**config.mk**
```make
export PLATFORM = sky130hd
export DESIGN_NAME = nibble_serial_adder_flat
export DESIGN_NICKNAME = d
export VERILOG_FILES = /design/src/rtl/nibble_serial_adder_if.sv /design/src/rtl/nibble_serial_adder.sv /design/src/flat_wrapper.sv
export SDC_FILE = /design/constraint.sdc
export NUM_CORES = 1
export LEC_CHECK = 0
export BUFFER_PORTS_ARGS = -buffer_cell sky130_fd_sc_hd__buf_2
export CELL_PAD_IN_SITES_DETAIL_PLACEMENT = 0
export CELL_PAD_IN_SITES_GLOBAL_PLACEMENT = 2
export CORE_ASPECT_RATIO = 1.1
export CORE_MARGIN = 2
export CORE_UTILIZATION = 41
export DETAILED_ROUTE_END_ITERATION = 6
export MAX_ROUTING_LAYER = met4
export PLACE_DENSITY_LB_ADDON = 0.1
export SETUP_SLACK_MARGIN = 0.4
export SLEW_MARGIN = 10
export SYNTH_ARGS = -nofsm -noshare
export SYNTH_HDL_FRONTEND = slang
export SYNTH_SLANG_ARGS = --single-unit
```
**constraint.sdc**
```tcl
create_clock -name clk -period 7.8 [get_ports clk]
set_input_delay 0.39 -clock clk [delete_from_list [all_inputs] [get_ports clk]]
set_output_delay 0.39 -clock clk [all_outputs]
set_load 0.01 [all_outputs]
```
**src/rtl/nibble_serial_adder_if.sv**
```systemverilog
// Handshake and operand/result bundle for nibble_serial_adder.
// Optional SUB control present only when NSA_SUBTRACT_EN is defined.
interface nibble_serial_adder_if #(
  parameter int unsigned NIBBLES = 4
);
  localparam int unsigned W = 4 * NIBBLES;

  logic         start;
  logic [W-1:0] A1;
  logic [W-1:0] B1;
  logic         CI;
  logic [W-1:0] S1;
  logic         CO;
  logic         OV;
  logic         busy;
  logic         done;
`ifdef NSA_SUBTRACT_EN
  logic         SUB;
`endif

  modport master (
    output start, A1, B1, CI,
    input  S1, CO, OV, busy, done
`ifdef NSA_SUBTRACT_EN
    , output SUB
`endif
  );

  modport slave (
    input  start, A1, B1, CI,
    output S1, CO, OV, busy, done
`ifdef NSA_SUBTRACT_EN
    , input SUB
`endif
  );
endinterface

```
**src/rtl/nibble_serial_adder.sv**
```systemverilog
// Multi-cycle W-bit adder reusing one 4-bit ripple slice, one nibble per clock.
// Optional feature macro: NSA_SUBTRACT_EN (adds SUB input; A-B via inverted B, carry-in 1).
module nibble_serial_adder #(
  parameter int unsigned NIBBLES = 4
) (
  input  logic                clk,
  input  logic                rst,
  nibble_serial_adder_if.slave bus
);
  localparam int unsigned W  = 4 * NIBBLES;
  localparam int unsigned IW = $clog2(NIBBLES);

  typedef enum logic [1:0] {IDLE, RUN, DONE} state_t;

  state_t         state, state_nx;
  logic [W-1:0]   a_q, b_q, work_q;
  logic           carry_q;
  logic [IW-1:0]  idx_q;
  logic           sub_in;
  logic           accept, last;
  logic [3:0]     a_nib, b_nib, s_nib;
  logic           s_co;

`ifdef NSA_SUBTRACT_EN
  assign sub_in = bus.SUB;
`else
  assign sub_in = 1'b0;
`endif

  assign accept = (state == IDLE) && bus.start;
  assign last   = (idx_q == IW'(NIBBLES - 1));

  // State register
  always_ff @(posedge clk or posedge rst) begin
    if (rst) state <= IDLE;
    else     state <= state_nx;
  end

  // Next-state and handshake outputs
  always_comb begin
    state_nx = state;
    bus.busy = 1'b0;
    bus.done = 1'b0;
    unique case (state)
      IDLE: if (bus.start) state_nx = RUN;
      RUN: begin
        bus.busy = 1'b1;
        if (last) state_nx = DONE;
      end
      DONE: begin
        bus.busy = 1'b1;
        bus.done = 1'b1;
        state_nx = IDLE;
      end
      default: state_nx = IDLE;
    endcase
  end

  // 4-bit ripple-carry slice on the current nibble
  always_comb begin
    logic c;
    a_nib = a_q[{idx_q, 2'b00} +: 4];
    b_nib = b_q[{idx_q, 2'b00} +: 4];
    c     = carry_q;
    s_nib = '0;
    for (int unsigned i = 0; i < 4; i++) begin
      s_nib[i] = a_nib[i] ^ b_nib[i] ^ c;
      c        = (a_nib[i] & b_nib[i]) | (c & (a_nib[i] ^ b_nib[i]));
    end
    s_co = c;
  end

  // Operand capture, per-nibble accumulation and result registers
  always_ff @(posedge clk or posedge rst) begin
    if (rst) begin
      a_q     <= '0;
      b_q     <= '0;
      work_q  <= '0;
      carry_q <= 1'b0;
      idx_q   <= '0;
      bus.S1  <= '0;
      bus.CO  <= 1'b0;
      bus.OV  <= 1'b0;
    end else if (accept) begin
      // Subtraction folds into the add path: B stored inverted, carry-in forced to 1
      a_q     <= bus.A1;
      b_q     <= sub_in ? ~bus.B1 : bus.B1;
      carry_q <= sub_in ? 1'b1 : bus.CI;
      idx_q   <= '0;
    end else if (state == RUN) begin
      work_q[{idx_q, 2'b00} +: 4] <= s_nib;
      carry_q <= s_co;
      idx_q   <= idx_q + 1'b1;
      if (last) begin
        bus.S1 <= {s_nib, work_q[W-5:0]};
        bus.CO <= s_co;
        bus.OV <= (a_q[W-1] == b_q[W-1]) && (s_nib[3] != a_q[W-1]);
      end
    end
  end
endmodule
```
**src/flat_wrapper.sv**
```systemverilog
// flat-port wrapper written by rule: the top's interface ports become plain ports
module nibble_serial_adder_flat 
#(
  parameter int unsigned NIBBLES = 4
)
  (clk, rst, bus_start, bus_A1, bus_B1, bus_CI, bus_S1, bus_CO, bus_OV, bus_busy, bus_done);
  nibble_serial_adder_if #(.NIBBLES(NIBBLES)) bus_i ();
  input  logic clk;
  input  logic rst;
  input wire logic [$bits(bus_i.start)-1:0] bus_start;
  input wire logic [$bits(bus_i.A1)-1:0] bus_A1;
  input wire logic [$bits(bus_i.B1)-1:0] bus_B1;
  input wire logic [$bits(bus_i.CI)-1:0] bus_CI;
  output wire logic [$bits(bus_i.S1)-1:0] bus_S1;
  output wire logic [$bits(bus_i.CO)-1:0] bus_CO;
  output wire logic [$bits(bus_i.OV)-1:0] bus_OV;
  output wire logic [$bits(bus_i.busy)-1:0] bus_busy;
  output wire logic [$bits(bus_i.done)-1:0] bus_done;
  assign bus_i.start = bus_start;
  assign bus_i.A1 = bus_A1;
  assign bus_i.B1 = bus_B1;
  assign bus_i.CI = bus_CI;
  assign bus_S1 = bus_i.S1;
  assign bus_CO = bus_i.CO;
  assign bus_OV = bus_i.OV;
  assign bus_busy = bus_i.busy;
  assign bus_done = bus_i.done;
  nibble_serial_adder #(.NIBBLES(NIBBLES)) u_core (.clk(clk), .rst(rst), .bus(bus_i));
endmodule
```
==> flow_metrics.tcl <==
set metrics [dict create \
    grt_pass1_vias 1873 \
    finalSetupViolations 0 \
    portBuffers 55 \
    start_kind "flop" \
    final.setup.tns_ps 0 \
    max_freq_mhz 262 \
    tightest_slew_ps 843 \
    htreeDepth 3 \
    gr-total-overflow 0 \
    hold_violations 0 \
    layout_commonest_cell "dfrtp_1" \
    netlist_instances 213 \
    design.core.area_um2 7350 \
    cts_tree "yes" \
    drt-total-wl_mm 5.44 \
    p_seq_share_pct 36.3 \
    dp_hpwl_mm 3.88 \
    finalClockSkew_ps 11.0 \
    die_area_um2 8190 \
    drtIter0Drc 71 \
    fill_cells 689 \
    cts_made_buffers 9 \
    cts_resized 0 \
    antenna_found_initial 0 \
    diodes 0 \
    rows 33 \
    finalMaxSlewViolations 0 \
    crit_type "flop to flop" \
    vias 1807 \
    pwr-share-clk_pct 19.4 \
    ys_warn_count 0 \
    grt_use_total_pct 15.9 \
    status "completed" \
    clk_latency_ps 340 \
    synth_seq_cells 67 \
    ant_nets 0 \
    synth_top_area_share_pct 54.6 \
    die_w_um 86.5 \
    p_total_mw 1.68 \
    remaining_drc_errors 0 \
    synth_nets 262 \
    postLayoutCoreUtil_pct 49.1 \
    power_density_nw_per_um2 465 \
    grt_pass1_wl_mm 9.53 \
    postCtsSetupBuffers 0 \
    hp-class "primary input to async pin" \
    drive_gt1_share_pct 48.0 \
    synth.top_cells.by_area "dfrtp_1 55%, mux2_2 15%, mux4_2 5.1%" \
    die-height_um 94.7 \
    ios 56 \
    routedWlPerCell_um 14.9 \
    place_congestion 0.728 \
    grt_max_degree 68 \
    p_int_mw 1.07 \
    vias_per_cell 4.96 \
    p_leak_nw 1.73 \
    cp-end-kind "flop" \
    p_sw_share_pct 35.9 \
    finalNetCount 321 \
    syn_area_per_cell_um2 14.4 \
    rsz0062_at_grt "false" \
    first_pass_iters 4 \
    yosysUniqueCellTypes 23 \
    synth_area_leader_cell "dfrtp_1" \
    clockBufferDepth 2 \
    cts.clk_slew.worst_paths_ps 80 \
    ir_drop_v 0.000225 \
    combPwrFrac_pct 44.3 \
    cts_sinks 67 \
    p_switching_mw 0.602 \
    cp_data_arrival_time_ps 4040 \
    layout_common_cells "67 x dfrtp_1, 55 x buf_2, 42 x mux2_2" \
    cts-root-buf "clkbuf_8" \
    crit_fanout 14 \
    area_growth_pct 17.7 \
    start_util_pct 41.7 \
    post-route-period-util_pct 49.0 \
    postCtsHoldBufs 0 \
    relSlewSlack_pct 43.8 \
    min_period_ps 3820 \
    yosysSeqAreaShare_pct 54.6 \
    max-cap-violations 0 \
    required_ps 8020 \
    synth_area_um2 3070 \
]
==> per-stage QoR <==
stage / hold WS (ps) / instance area [µm²] / cells / setup slack [ps]
2_1_floorplan: 446 / 3070 / 213 / 4500
3_3_place_gp: 469 / 3380 / 348 / 3970
3_5_place_dp: 473 / 3380 / 348 / 3940
4_1_cts: 255 / 3610 / 364 / 3940
5_1_grt: 247 / 3610 / 364 / 3730
6_report: 266 / 3610 / 364 / 3980
==> kinds of logic after synthesis <==
group,after synthesis,synth area share [%]
flops,67,54.6
mux,60,26.0
simple gates,37,6.08
compound gates,20,3.34
buf+inv,15,3.39
fa+ha+maj,13,6.28
xor+xnor,1,0.286
==> final timing paths <==
| path | startpoint | end | slack [ps] | cells after the start |
|---|---|---|---|---|
| worst max-delay path | u_core.idx_q[0] | u_core.bus.OV | 3980 | 8 |
| worst min-delay path | rst | u_core.a_q[12] | 270 | 3 |
| worst max register to register | u_core.idx_q[0] | u_core.bus.OV | 3980 | 8 |
| worst min register to register | u_core.work_q[4] | u_core.work_q[4] | 480 | 2 |
| max in group asynchronous | rst | u_core.bus.CO | 6960 | 3 |
| min in group clk | bus_start | u_core.idx_q[1] | 270 | 2 |
==> cells in the mapped netlist <==
library cell	n
o21ai_0	14
a21oi_1	5
fa_1	4
mux2_2	42
inv_1	7
buf_2	2
nand2_1	20
and3b_1	1
nor3b_4	1
ha_1	9
buf_6	6
mux4_1	1
and2b_2	1
xnor2_1	1
dfrtp_1	67
mux2i_1	2
nand2_2	1
mux4_2	7
nor2_1	2
o21a_1	1
mux2_4	8
nand2_4	1
nand3_1	10
==> layer usage <==
layer | global-route usage [%] | wire length, µm
met5 | - | 0
met4 | 8.20 | 82
met3 | 4.02 | 204
met2 | 23.7 | 2680
met1 | 20.0 | 2470
==> final cells by class <==
type	count	area [µm²]	area share [%]
Clock inverter	5	86.3	2.39
Timing Repair Buffer	56	283	7.83
Clock buffer	11	141	3.92
Inverter	7	26.3	0.728
Multi-Input combinational cell	131	1290	35.7
Tap cell	87	109	3.02
Sequential cell	67	1680	46.4
==> power groups by stage <==
stage | Sequential [mW] | Combinational, mW | Clock (mW)
floorplan | 0.585 | 0.591 | 0
global placement | 0.617 | 0.756 | 0
finish | 0.608 | 0.743 | 0.325
detailed placement | 0.621 | 0.761 | 0
CTS | 0.613 | 0.761 | 0.333
global route | 0.632 | 0.833 | 0.352
==> critical path, cell delays in order (launching register included) <==
cell	delay, ps
dfrtp_1	820
mux4_1	670
fa_1	420
fa_1	390
fa_1	400
fa_1	620
and3b_1	200
a21oi_1	100
o21ai_0	80
==> state kept, by name, indices dropped and copies added (netlist names) <==
name and flops:
u_core.a_q 16, u_core.b_q 16, u_core.bus.S1 16, u_core.work_q 12, u_core.idx_q 2, u_core.state 2, u_core.bus.CO 1, u_core.bus.OV 1
u_core.carry_q 1
(Power assumes the default switching activity.)
